<file path="config.mk">
export PLATFORM = sky130hd
export DESIGN_NAME = fir_mac_sequencer
export DESIGN_NICKNAME = d
export VERILOG_FILES = /design/src/rtl/fir_mac_sequencer.sv
export SDC_FILE = /design/constraint.sdc
export NUM_CORES = 2
export LEC_CHECK = 0
export BUFFER_PORTS_ARGS = -buffer_cell sky130_fd_sc_hd__buf_2
export CAP_MARGIN = 25
export CORE_MARGIN = 4
export CORE_UTILIZATION = 63
export CTS_CLUSTER_SIZE = 12
export DETAILED_ROUTE_END_ITERATION = 7
export PLACE_DENSITY = 0.76
export SYNTH_ARGS = -nofsm -noshare
export SYNTH_HDL_FRONTEND = slang
export SYNTH_SLANG_ARGS = --single-unit
export TNS_END_PERCENT = 10
</file>
<file path="constraint.sdc">
create_clock -name clk -period 11.7 [get_ports clk]
set_input_delay 0 -clock clk [delete_from_list [all_inputs] [get_ports clk]]
set_output_delay 0 -clock clk [all_outputs]
set_load 0.01 [all_outputs]
</file>
<file path="src/rtl/fir_mac_sequencer.sv">
`default_nettype none
// ============================================================================
// Module   : fir_mac_sequencer
// Purpose  : Time-multiplexed FIR: one 16x16 MAC sequenced over TAPS taps per
//            sample, with circular sample buffer and writable coefficient bank.
// Options  : FIR_SAT_EN - clamp the output to the Q1.15 range instead of wrap.
// Revision : 1.0 - initial release
// ============================================================================
module fir_mac_sequencer #(
    parameter int TAPS  = 67,
    parameter int AW    = 7,
    parameter int ACC_W = 40
) (
    input  logic          clk,
    input  logic          reset,
    input  logic          in_valid,
    output logic          in_ready,
    input  logic [15:0]   in_sample,
    output logic          out_valid,
    input  logic          out_ready,
    output logic [15:0]   out_sample,
    input  logic          coef_we,
    input  logic [AW-1:0] coef_addr,
    input  logic [15:0]   coef_wdata,
    output logic          coef_err,
    output logic          busy
);

    localparam logic [1:0]    S_CLEAR = 2'd0;
    localparam logic [1:0]    S_IDLE  = 2'd1;
    localparam logic [1:0]    S_MAC   = 2'd2;
    localparam logic [1:0]    S_OUT   = 2'd3;
    localparam logic [AW-1:0] C_LAST  = AW'(TAPS - 1);
    localparam logic [AW:0]   C_TAPS  = (AW + 1)'(TAPS);

    logic [1:0]              state_q, state_d;
    logic [AW-1:0]           wr_ptr_q, wr_ptr_d;
    logic [AW-1:0]           rd_ptr_q, rd_ptr_d;
    logic [AW-1:0]           k_q, k_d;
    logic signed [ACC_W-1:0] acc_q, acc_d;
    logic [15:0]             out_sample_q, out_sample_d;
    logic                    coef_err_q, coef_err_d;

    logic [15:0] buf_mem  [TAPS];
    logic [15:0] coef_mem [TAPS];

    logic                    w_buf_we;
    logic [AW-1:0]           w_buf_addr;
    logic [15:0]             w_buf_wdata;
    logic                    w_coef_ok;
    logic                    w_coef_wr;
    logic signed [15:0]      w_tap;
    logic signed [15:0]      w_coef;
    logic signed [31:0]      w_prod;
    logic signed [ACC_W-1:0] w_acc_sum;
    logic [15:0]             w_narrow;

    assign w_coef_ok = ({1'b0, coef_addr} < C_TAPS);
    assign w_coef_wr = coef_we && (state_q == S_IDLE) && w_coef_ok;

    // rd_ptr walks backwards from the newest sample while k walks the bank
    assign w_tap     = buf_mem[rd_ptr_q];
    assign w_coef    = coef_mem[k_q];
    assign w_prod    = w_tap * w_coef;
    assign w_acc_sum = acc_q + {{(ACC_W - 32){w_prod[31]}}, w_prod};

`ifdef FIR_SAT_EN
    logic w_ovf;
    assign w_ovf    = !((&w_acc_sum[ACC_W-1:30]) || !(|w_acc_sum[ACC_W-1:30]));
    assign w_narrow = w_ovf ? (w_acc_sum[ACC_W-1] ? 16'h8000 : 16'h7FFF)
                            : w_acc_sum[30:15];
`else
    assign w_narrow = w_acc_sum[30:15];
`endif

    always_ff @(posedge clk or posedge reset) begin
        if (reset) begin
            state_q      <= S_CLEAR;
            wr_ptr_q     <= '0;
            rd_ptr_q     <= '0;
            k_q          <= '0;
            acc_q        <= '0;
            out_sample_q <= '0;
            coef_err_q   <= 1'b0;
        end else begin
            state_q      <= state_d;
            wr_ptr_q     <= wr_ptr_d;
            rd_ptr_q     <= rd_ptr_d;
            k_q          <= k_d;
            acc_q        <= acc_d;
            out_sample_q <= out_sample_d;
            coef_err_q   <= coef_err_d;
        end
    end

    // Storage is deliberately unreset; CLEAR scrubs the sample buffer instead
    always_ff @(posedge clk) begin
        if (w_buf_we) begin
            buf_mem[w_buf_addr] <= w_buf_wdata;
        end
        if (w_coef_wr) begin
            coef_mem[coef_addr] <= coef_wdata;
        end
    end

    always_comb begin
        state_d      = state_q;
        wr_ptr_d     = wr_ptr_q;
        rd_ptr_d     = rd_ptr_q;
        k_d          = k_q;
        acc_d        = acc_q;
        out_sample_d = out_sample_q;
        coef_err_d   = coef_we && !w_coef_wr;
        w_buf_we     = 1'b0;
        w_buf_addr   = k_q;
        w_buf_wdata  = 16'h0000;

        case (state_q)
            S_CLEAR: begin
                w_buf_we   = 1'b1;
                w_buf_addr = k_q;
                if (k_q == C_LAST) begin
                    k_d     = '0;
                    state_d = S_IDLE;
                end else begin
                    k_d = k_q + 1'b1;
                end
            end
            S_IDLE: begin
                if (in_valid) begin
                    w_buf_we    = 1'b1;
                    w_buf_addr  = wr_ptr_q;
                    w_buf_wdata = in_sample;
                    rd_ptr_d    = wr_ptr_q;
                    wr_ptr_d    = (wr_ptr_q == C_LAST) ? '0 : wr_ptr_q + 1'b1;
                    acc_d       = '0;
                    k_d         = '0;
                    state_d     = S_MAC;
                end
            end
            S_MAC: begin
                acc_d    = w_acc_sum;
                rd_ptr_d = (rd_ptr_q == '0) ? C_LAST : rd_ptr_q - 1'b1;
                if (k_q == C_LAST) begin
                    out_sample_d = w_narrow;
                    state_d      = S_OUT;
                end else begin
                    k_d = k_q + 1'b1;
                end
            end
            S_OUT: begin
                if (out_ready) begin
                    state_d = S_IDLE;
                end
            end
            default: begin
                state_d = S_CLEAR;
            end
        endcase
    end

    always_comb begin
        in_ready  = (state_q == S_IDLE);
        out_valid = (state_q == S_OUT);
        busy      = (state_q != S_IDLE);
    end

    assign out_sample = out_sample_q;
    assign coef_err   = coef_err_q;

endmodule
`default_nettype wire

</file>
==> impl_metrics.yaml <==
run_status:
  status: "finished, final reports clean"
sta:
  slew_violations: 0
  tightest_slew_ps: 998
  relSlewSlack_pct: 33.3
  fin_tns_setup_ps: 0
  fmax_mhz: 91.2
  fin_crit_sh_pct: 93.7
  setup_viol: 0
  fin_skew_ps: 102
  finalHoldViolations: 0
  period_minus_slack_ps: 10960
layout:
  final_cell_mix: "edfxtp_1, mux4_2, inv_1"
  drive_above_1_share_pct: 23.8
  final_cells: 7616
  layout_commonest_cell: "edfxtp_1"
  fin_area_mm2: 0.108
  syn2layout_area_growth_pct: 11.9
  nets: 5883
synth:
  synth_nets: 5504
  yosysSeqAreaShare_pct: 68.5
  syn_inst: 5080
  synthArstFlopShare_pct: 3.21
  synth_area_per_cell_um2: 19.0
  synth_ff_type: "edfxtp_1"
  synthDistinctLibCells: 72
  ys.warnings.count: 0
  synth_area_leaders: "edfxtp_1, mux4_2, fa_1, dfrtp_1, ha_1"
  synth_top_area_cell: "edfxtp_1"
  mappedNetlistArea_mm2: 0.0966
  netlist.area_leader.share_pct: 66.6
  synth_edf_count: 2144
  synth-seq-cells: 2215
worst_setup_path:
  required_ps: 12390
  critPathKind: "reg -> reg"
  startpoint_type: "flip-flop"
  end_kind: "flip-flop"
  cp_slowest_cell: "dfrtp_4"
  critical_path_arrival_ps: 11650
  crit_path_frequent_cell: "o21ai_0"
  crit_fanout: 28
  max_stage_delay_ps: 790
floorplanning:
  die_w_um: 400
  row_count: 143
  io_pins: 64
  dieArea_mm2: 0.160
  coreArea_mm2: 0.152
  initial_core_util_pct: 63.5
  die_y_um: 400
routing:
  drt_pass1_iterations: 5
  vias: 50700
  wl_per_cell_um: 31.7
  postRouteAntennaNets: 0
  drt_iter0_markers: 7791
  routed_via_density: 6.66
  drcViolationCount: 0
  wl_mm: 241
placement:
  detailed_place.area_mm2: 0.101
  port-buffer-count: 63
  dpl.hpwl_mm: 143
  place_inst: 7217
  globalplace.congestion: 0.889
clock_tree:
  insertion_delay_ps: 890
  numCtsBuffers: 215
  cts.sinks: 2215
  tritoncts: "built"
  cts_buffer_depth: 3
  htreeDepth: 4
  path_clk_slew_ps: 60
  cts_root_buf: "clkbuf_16"
pwr:
  power_per_cell_area_mw_per_mm2: 145
  peakVddDrop_uv: 166
  total_power_uw: 15700
  p_leak_uw: 0.0346
hold_path:
  holdCritPathClass: "in -> reg"
global_routing:
  grt_pass1_vias: 51600
  grt_pass1_wl_mm: 355
  antenna_found_initial: 7
  grt_max_degree: 68
  grt_overflow: 0
  track_usage_pct: 30.9
job:
  max_cap_viol_count: 0
==> routing by layer <==
| metal | routed length (µm) | GRT usage [%] | up-vias |
|---|---|---|---|
| met3 | 26400 | 6.11 | 481 |
| met4 | 8110 | 9.61 | 4 |
| met1 | 90600 | 45.5 | 26300 |
| met2 | 116000 | 48.0 | 3351 |
| li1 | - | - | 20600 |
| met5 | 30 | 0 | - |
==> critical path: cells and delay by family, from the launching register on <==
kind                     cells  cell delay (ps)
XOR/XNOR                     2              320
adder cells (fa/ha/maj)      8             3280
multiplexers                 3              660
AND/OR/NAND/NOR              4              930
buffers and inverters        6              860
flip-flops                   1              790
AO/OA/AOI/OAI               15             3900
==> layout make-up <==
class                           count  area [µm²]
Tap cell                         2030        2540
Multi-Input combinational cell   2291       28200
Timing Repair Buffer              398        3540
Clock buffer                      296        5750
Sequential cell                  2215       66200
Clock inverter                     45         636
Fill cell                        8876       44100
Inverter                          338        1270
Antenna cell                        3        7.51
==> Yosys cell counts (all sizes together) (8+ instances only) <==
cell type and n:
a21oi 90, or2 14, mux2 25, inv 337, o211ai 15, o21ai 116, xor2 25, a22o 15
nand2b 51, clkbuf 109, nand2 202, a211oi 17, nor2 275, nor3 15, o21a 10, xnor2 42
a32oi 9, mux2i 108, a221oi 10, o221ai 8, and3 21, dfrtp 71, nand3 26, edfxtp 2144
mux4 609, a21o 25, buf 127, ha 123, and2 18, nor2b 71, fa 257, o31ai 9
a31oi 13
==> sequential cells by signal, indices dropped and copies added (netlist names) <==
signal and cells:
coef_err 1, acc_q 31, k_q 7, rd_ptr_q 7
coef_mem 1072, buf_mem 1072, out_sample 16, wr_ptr_q 7
state_q 2
==> worst paths after layout <==
kind,cells past startpoint,from,slack (ps),end
worst max-delay path,38,rd_ptr_q[1],740,out_sample[15]
worst min-delay path,6,coef_addr[0],60,coef_mem[37][12]
min in group asynchronous,4,reset,220,coef_err
max in group asynchronous,5,reset,10200,rd_ptr_q[0]
worst min register to register,2,out_sample[14],480,out_sample[14]
worst max register to register,38,rd_ptr_q[1],740,out_sample[15]
==> through the flow <==
step	setup slack, ps	hold slack (ps)	utilization (%)
after floorplan	1330	98.9	-
final	736	60.3	71.0
after CTS	110	1.44	70.8
after global routing	-9.95	35.0	71.0
after global placement	576	3.26	66.2
after detailed placement	339	9.64	66.4
==> logic make-up (layout without fill, tap and decap cells) <==
family | count (synthesis) | in the layout | synth area share (%)
buf+inv | 574 | 1077 | 2.45
simple gates | 720 | 720 | 3.39
other cells | 0 | 3 | 0
xor+xnor | 67 | 67 | 0.607
mux | 742 | 742 | 15.6
flops | 2215 | 2215 | 68.5
fa+ha+maj | 380 | 380 | 6.92
compound gates | 382 | 382 | 2.54
==> power by group <==
group / switching [µW] / total [µW] / internal (µW)
sequential: 36.9 / 8720 / 8690
clock: 2920 / 6420 / 3490
combinational: 341 / 583 / 242
==> repair_timing <==
item,4_1_cts,5_1_grt
endpoints found under the setup margin,0,18
hold buffers,32,1
resized for setup,0,2
hold endpoints to repair,1224,28
buffers inserted,0,17
Note: power is estimated with default switching activity, not from simulation.
